===== src/rtl/mem_arb_pkg.sv =====
// Shared types and limits for the memory port arbiter.
package mem_arb_pkg;

   localparam int unsigned RD_LAT_MIN = 1;
   localparam int unsigned RD_LAT_MAX = 4;
   localparam int unsigned CNT_W      = $clog2(RD_LAT_MAX);

   typedef enum logic [1:0] {
      IDLE,
      ACCESS,
      WAIT,
      RESP
   } state_t;

   typedef enum logic {
      FETCH,
      DATA
   } req_id_t;

   typedef logic [CNT_W-1:0] cnt_t;

endpackage


===== src/rtl/mem_port_arbiter.sv =====
// Arbitrates fetch and load/store requesters onto one single-ported memory,
// one access at a time, and returns read data or a store acknowledge.
module mem_port_arbiter
   import mem_arb_pkg::*;
#(
   parameter int unsigned ADDR_W = 32,
   parameter int unsigned DATA_W = 64,
   parameter int unsigned RD_LAT = 2
) (
   input  logic              clk,
   input  logic              rst,
   input  logic              if_req,
   input  logic [ADDR_W-1:0] if_addr,
   output logic              if_gnt,
   output logic              if_rvalid,
   output logic [DATA_W-1:0] if_rdata,
   input  logic              d_req,
   input  logic              d_we,
   input  logic [ADDR_W-1:0] d_addr,
   input  logic [DATA_W-1:0] d_wdata,
   output logic              d_gnt,
   output logic              d_rvalid,
   output logic [DATA_W-1:0] d_rdata,
   output logic              mem_en,
   output logic              mem_we,
   output logic [ADDR_W-1:0] mem_addr,
   output logic [DATA_W-1:0] mem_wdata,
   input  logic [DATA_W-1:0] mem_rdata,
   output logic              busy
);

   if (RD_LAT < RD_LAT_MIN || RD_LAT > RD_LAT_MAX) begin : g_rd_lat_check
      $error("mem_port_arbiter: RD_LAT must be within 1..4");
   end

   localparam cnt_t CNT_LOAD = cnt_t'(RD_LAT - 1);

   state_t              r_state;
   cnt_t                r_cnt;
   req_id_t             r_last_id;
   req_id_t             r_id;
   logic                r_we;
   logic [ADDR_W-1:0]   r_addr;
   logic [DATA_W-1:0]   r_wdata;
   logic                r_mem_en;
   logic                r_mem_we;
   logic                r_if_rvalid;
   logic                r_d_rvalid;
   logic [DATA_W-1:0]   r_if_rdata;
   logic [DATA_W-1:0]   r_d_rdata;

   logic                w_pick_data;
   logic                w_grant;
   logic                w_if_gnt;
   logic                w_d_gnt;
   req_id_t             w_win_id;
   logic                w_win_we;
   logic [ADDR_W-1:0]   w_win_addr;

   // Arbitration in IDLE: a lone requester wins; on a tie the port not served last wins
   always_comb begin
      w_pick_data = d_req && (!if_req || (r_last_id == FETCH));
      w_grant     = (r_state == IDLE) && (if_req || d_req);
      w_if_gnt    = w_grant && !w_pick_data;
      w_d_gnt     = w_grant && w_pick_data;
      w_win_id    = w_pick_data ? DATA : FETCH;
      w_win_we    = w_pick_data && d_we;
      w_win_addr  = w_pick_data ? d_addr : if_addr;
   end

   // Transaction sequencing with registered memory strobes and response pulses
   always_ff @(posedge clk or negedge rst) begin
      if (!rst) begin
         r_state     <= IDLE;
         r_last_id   <= FETCH;
         r_id        <= FETCH;
         r_we        <= 1'b0;
         r_addr      <= '0;
         r_wdata     <= '0;
         r_mem_en    <= 1'b0;
         r_mem_we    <= 1'b0;
         r_if_rvalid <= 1'b0;
         r_d_rvalid  <= 1'b0;
      end else begin
         r_mem_en    <= 1'b0;
         r_mem_we    <= 1'b0;
         r_if_rvalid <= 1'b0;
         r_d_rvalid  <= 1'b0;
         unique case (r_state)
            IDLE: begin
               if (w_grant) begin
                  r_state   <= ACCESS;
                  r_id      <= w_win_id;
                  r_last_id <= w_win_id;
                  r_we      <= w_win_we;
                  r_addr    <= w_win_addr;
                  r_wdata   <= d_wdata;
                  r_mem_en  <= 1'b1;
                  r_mem_we  <= w_win_we;
               end
            end
            ACCESS: begin
               if (r_we) begin
                  r_state     <= RESP;
                  r_if_rvalid <= (r_id == FETCH);
                  r_d_rvalid  <= (r_id == DATA);
               end else begin
                  r_state <= WAIT;
               end
            end
            WAIT: begin
               if (r_cnt == '0) begin
                  r_state     <= RESP;
                  r_if_rvalid <= (r_id == FETCH);
                  r_d_rvalid  <= (r_id == DATA);
               end
            end
            RESP: begin
               r_state <= IDLE;
            end
            default: begin
               r_state <= IDLE;
            end
         endcase
      end
   end

   // Read latency counter: loaded as a load leaves ACCESS, counts down through WAIT
   always_ff @(posedge clk or negedge rst) begin
      if (!rst) begin
         r_cnt <= '0;
      end else if (r_state == ACCESS && !r_we) begin
         r_cnt <= CNT_LOAD;
      end else if (r_state == WAIT && r_cnt != '0) begin
         r_cnt <= r_cnt - cnt_t'(1);
      end
   end

   // Capture returning read data into the owning port's holding register
   always_ff @(posedge clk or negedge rst) begin
      if (!rst) begin
         r_if_rdata <= '0;
         r_d_rdata  <= '0;
      end else if (r_state == WAIT && r_cnt == '0) begin
         if (r_id == DATA) begin
            r_d_rdata <= mem_rdata;
         end else begin
            r_if_rdata <= mem_rdata;
         end
      end
   end

   assign if_gnt    = w_if_gnt;
   assign d_gnt     = w_d_gnt;
   assign if_rvalid = r_if_rvalid;
   assign d_rvalid  = r_d_rvalid;
   assign if_rdata  = r_if_rdata;
   assign d_rdata   = r_d_rdata;
   assign mem_en    = r_mem_en;
   assign mem_we    = r_mem_we;
   assign mem_addr  = r_addr;
   assign mem_wdata = r_wdata;
   assign busy      = (r_state != IDLE);

endmodule


===== config.mk =====
export PLATFORM = sky130hd
export DESIGN_NAME = mem_port_arbiter
export DESIGN_NICKNAME = d
export VERILOG_FILES = /design/src/rtl/mem_arb_pkg.sv /design/src/rtl/mem_port_arbiter.sv
export SDC_FILE = /design/constraint.sdc
export NUM_CORES = 1
export LEC_CHECK = 0
export ABC_AREA = 1
export CORE_ASPECT_RATIO = 0.9
export CORE_UTILIZATION = 35
export CTS_BUF_LIST = sky130_fd_sc_hd__clkbuf_8
export CTS_CLUSTER_DIAMETER = 50
export DETAILED_ROUTE_END_ITERATION = 6
export PLACE_DENSITY = 0.79
export SKIP_LAST_GASP = 1
export SLEW_MARGIN = 20
export SYNTH_ARGS = -nofsm -noshare
export SYNTH_HDL_FRONTEND = slang
export SYNTH_SLANG_ARGS = --single-unit

===== constraint.sdc =====
create_clock -name clk -period 1.89 [get_ports clk]
set_clock_uncertainty 0.2 [all_clocks]
set_input_delay 0.378 -clock clk [delete_from_list [all_inputs] [get_ports clk]]
set_output_delay 0.378 -clock clk [all_outputs]
set_load 0.005 [all_outputs]

==> Word-level counts from Yosys, hierarchy flattened <==
Cells that the tools add are included.
{ "op_classes": {"muxes": 18, "n_eq_ne": 5, "n_addsub": 1, "n_reduce_logical": 22, "bitwise_logic": 1} }
{ "op_table": {"columns": ["cell", "n"], "rows": [
  ["32-bit 2-to-1 mux", 1],
  ["1-bit 2-to-1 mux", 10],
  ["1-bit logical AND", 8],
  ["2-bit 2-to-1 mux", 4],
  ["2-bit case mux with 4 select lines", 1],
  ["2-bit AND reduction", 4],
  ["2-bit nonzero test", 3],
  ["2-bit equality test, second input constant", 2],
  ["2-bit logical NOT", 2],
  ["2-bit inequality test, second input constant", 2],
  ["1-bit case mux with 2 select lines", 2],
  ["1-bit logical NOT", 3],
  ["2-bit by 1-bit equality test with 1-bit output, second input constant", 1],
  ["1-bit logical OR", 2],
  ["2-bit by 1-bit subtractor with 2-bit output, second input constant", 1],
  ["1-bit inverter", 1]
]} }
{ "word_totals": {"regBits": 234, "inputBits": 197} }

==> Longest topological paths before layout <==
{ "depth": {"word_depth": 6, "mapped_depth": 9} }

==> Worst setup path after synthesis <==
Ideal clock, no wire load.
{ "synth_timing": {"path_kind": "register -> output", "from": "reg r_state[0]", "to": "out if_gnt", "t_arrival_ps": 1119, "path_stages_with_launch": 7, "t_required_ps": 1312, "path_slack_ps": 193, "path_buffers": 2, "path_cell_list": "dfrtp_1 inv_1 ha_1 buf_4 o21ai_4 buf_2 nor2_1"} }
{ "synth_via": {"elab_chain_len": 3} }
{ "synth_lines": {"columns": ["item", "line_no", "text"], "rows": [
  ["start, declared", "mem_port_arbiter.sv:38", "state_t r_state;"],
  ["start signal, assigned", "mem_port_arbiter.sv:74", "r_state <= IDLE;"],
  ["start signal, assigned", "mem_port_arbiter.sv:92", "r_state <= ACCESS;"],
  ["start signal, assigned", "mem_port_arbiter.sv:104", "r_state <= RESP;"],
  ["2-bit logical NOT", "mem_port_arbiter.sv:63", "w_grant = (r_state == IDLE) && (if_req || d_req);"],
  ["1-bit logical AND", "mem_port_arbiter.sv:63", null],
  ["1-bit logical AND", "mem_port_arbiter.sv:64", "w_if_gnt = w_grant && !w_pick_data;"],
  ["end, declared", "mem_port_arbiter.sv:14", "output logic if_gnt,"]
]} }
No other way between the ends.

==> Worst setup path after layout <==
Ends and elaborated chain as after synthesis.

==> results.md <==
* Final Max Slew Viols at 0
* Number of buffers and inverters on the critical path at 2
* Synth Instances at 987
* Final setup violation count at 4
* Yosys reg bits at 234
* Power density cells at 1560 nW/um^2
* Final HPWL DP at 21.2 mm
* FF-to-FF End: mem_addr[18]
* Post-synthesis sequential area ratio at 64.0%
* Setup tns final at -348 ps
* Max-cap viol count at 0
* M3 GR Usage at 4.63%
* Final WL at 29.7 mm
* Worst-Margin Slew at 500 ps
* Post-synth cell types at 21
* Die W at 172 um
* Input/output buffers at 427
* Crit Path Max Fanout at 3
* Die Y at 155 um
* Critical setup path kind: reg -> out
* Worst setup SP type: flop
* Gp weighted congestion at 0.859
* Hold Slack at 179 ps
* Avg Cell Area, Syn at 9.27 sq um
* GR Layer Usage met2 at 36.3%
* 1st-iter DRT viols at 679
* Worst Setup End Kind: output pin
* Clock Pin Slew Worst Setup and Hold Paths at 60 ps
* Vias at 8574
* Crit-path cells: inv_2, ha_4, o21ai_4, nor2_1, buf_2
* Synth Net Count at 1188
* Maximum clock rate at 0.493 GHz
* Core Util, Final at 58.5%
* GRT Max-Usage Layer: met2
* Worst-skew pair later-pin latency at 510 ps
* Final hold vios at 0
* Maximum vdd drop at 0.781 mV
* CTS tree: yes
* CTS Buf Count at 42
* # DRC at 0
* Initial cell density of the core at 36.0%
* Setup WS post-layout at -139 ps
* IO Pins at 428
* Final ANT Viol Nets at 0
* Data required, critical path at 1310 ps
* All-Layer GR Usage at 21.6%
* Vias/cell at 4.69
* GRT met1 Usage at 26.4%
* Total global routing overflow at 0
* TritonCTS Sinks at 234
* First drt pass iteration count at 6
* Vias in the first global route at 8738
* Status: complete, but fails checks
* Final #Nets at 1666
* Area Overhead vs Synth at 62.4%
* H-tree depth at 2
* Delay of the slowest critical-path stage at 390 ps
* Clk root buf: clkbuf_8
* Post-layout minimum cycle time at 2030 ps
* Row count at 55
* Largest net degree at the start of global routing at 85
* RSZ-0062 raised after global routing: true
* Path category of the worst min-delay check: in -> async
* Worst r2r src: r_state[0]
* Drt wl/cell at 16.2 um
* Post-route clock period utilization at 107%
* R2R cell count at 11
* Initial antenna violation count at 0
* Largest delay share family, worst path: flip-flops
* Setup slack, reg-to-reg at 0 ps
* Static Leak at 7.74 nW
* Area of the die at 26800 sq um
* Max-slew headroom at 66.6%
* CP Data Arrival Time at 1450 ps
* Failing checks: setup timing
* Wire length of the first global-routing pass at 45.2 mm
* Syn. warnings at 0
* Netlist Area Pre-Place at 9150 sq um
* Critical path's slowest cell: dfrtp_1
* Number of diodes at 0
* CORE AREA at 25400 sq um
* Layout cells sized above 1 at 9.21%
* CTS Buffer Depth at 3
## cells by family (layout without fill, tap and decap cells)
logic type               Yosys count  after routing  synth area share, %
adder cells (fa/ha/maj)            4              4                0.547
AND/OR/NAND/NOR                  478            478                 21.6
flip-flops                       234            234                 64.0
AO/OA/AOI/OAI                    133            133                 7.45
buffers and inverters            138            638                 6.41
## cells in the mapped netlist, drive strengths merged
| cell | count | area, sq um |
|---|---|---|
| nand2 | 370 | 1390 |
| dfrtp | 234 | 5860 |
| o21ai | 130 | 662 |
| inv | 76 | 285 |
| nand3 | 69 | 345 |
| buf | 39 | 215 |
| nand4 | 32 | 200 |
| clkbuf | 23 | 86.3 |
| nor2 | 7 | 36.3 |
| ha | 4 | 50.1 |
| a21oi | 1 | 5.00 |
| o211ai | 1 | 7.51 |
| o21bai | 1 | 7.51 |
## cell usage in the layout, fill, tap and decap left out, types with 13 or more instances in the layout
cell	instances
buf_12	13
dlygate4sd2_1	228
nand3_1	67
nand4_1	32
clkdlybuf4s50_1	195
buf_4	48
nand2_1	368
o21ai_0	129
clkbuf_8	47
inv_1	87
dfrtp_1	234
## state kept, by name, summed over array words and instances (netlist names)
register,flops
r_state,2
mem_en,1
if_rdata,64
mem_we,1
mem_wdata,64
r_id,1
r_cnt,2
if_rvalid,1
r_we,1
d_rvalid,1
d_rdata,64
mem_addr,32
## metrics by stage
step / power [W] / area [sq um] / worst slack [ps] / cells
after floorplan: 0.0127 / 9150 / 193 / 987
after global placement: 0.0195 / 14100 / -498 / 1739
after detailed placement: 0.0199 / 14100 / -492 / 1739
after CTS: 0.0231 / 14700 / -185 / 1822
after global routing: 0.0249 / 14900 / -213 / 1829
final: 0.0231 / 14900 / -139 / 1829
## report_power, final
group | internal (W) | switching, W | total, W | leakage, nW
sequential | 0.00755 | 0.00130 | 0.00884 | 2.83
combinational | 0.00502 | 0.00478 | 0.00980 | 4.47
clock | 0.00251 | 0.00199 | 0.00450 | 0.449
## how the worst max path moves through the flow
| stage | start | to | cells past startpoint |
|---|---|---|---|
| finish | r_state[0] | if_gnt | 5 |
| global placement | if_req | if_gnt | 6 |
| CTS | r_state[1] | if_gnt | 5 |
| detailed placement | d_req | d_gnt | 4 |
| floorplan | r_state[0] | if_gnt | 6 |
| global route | r_state[1] | if_gnt | 5 |
## metal layers
layer	vias to the layer above	wire length (um)	part of all wire, %
met5	-	0	0
met4	0	1140	3.8
met3	87	2180	7.3
met2	356	14500	49
met1	4024	11900	40
li1	4107	-	-
## cell type report
cell class | count | area (sq um)
Clock buffer | 47 | 647
Clock inverter | 19 | 130
Fill cell | 2192 | 10500
Inverter | 76 | 288
Multi-Input combinational cell | 615 | 2760
Sequential cell | 234 | 5860
Tap cell | 342 | 428
Timing Repair Buffer | 496 | 4750
## repair_timing
| item | 4_1_cts | 5_1_grt |
|---|---|---|
| endpoints found under the hold margin | 217 | 0 |
| hold buffers | 1 | 0 |
| pin swaps | 2 | 2 |
| setup endpoints to repair | 236 | 90 |
| gates cloned | 0 | 3 |
| gates resized for setup | 250 | 4 |
| setup buffers | 16 | 4 |
Note: power is estimated with default switching activity, not from simulation.
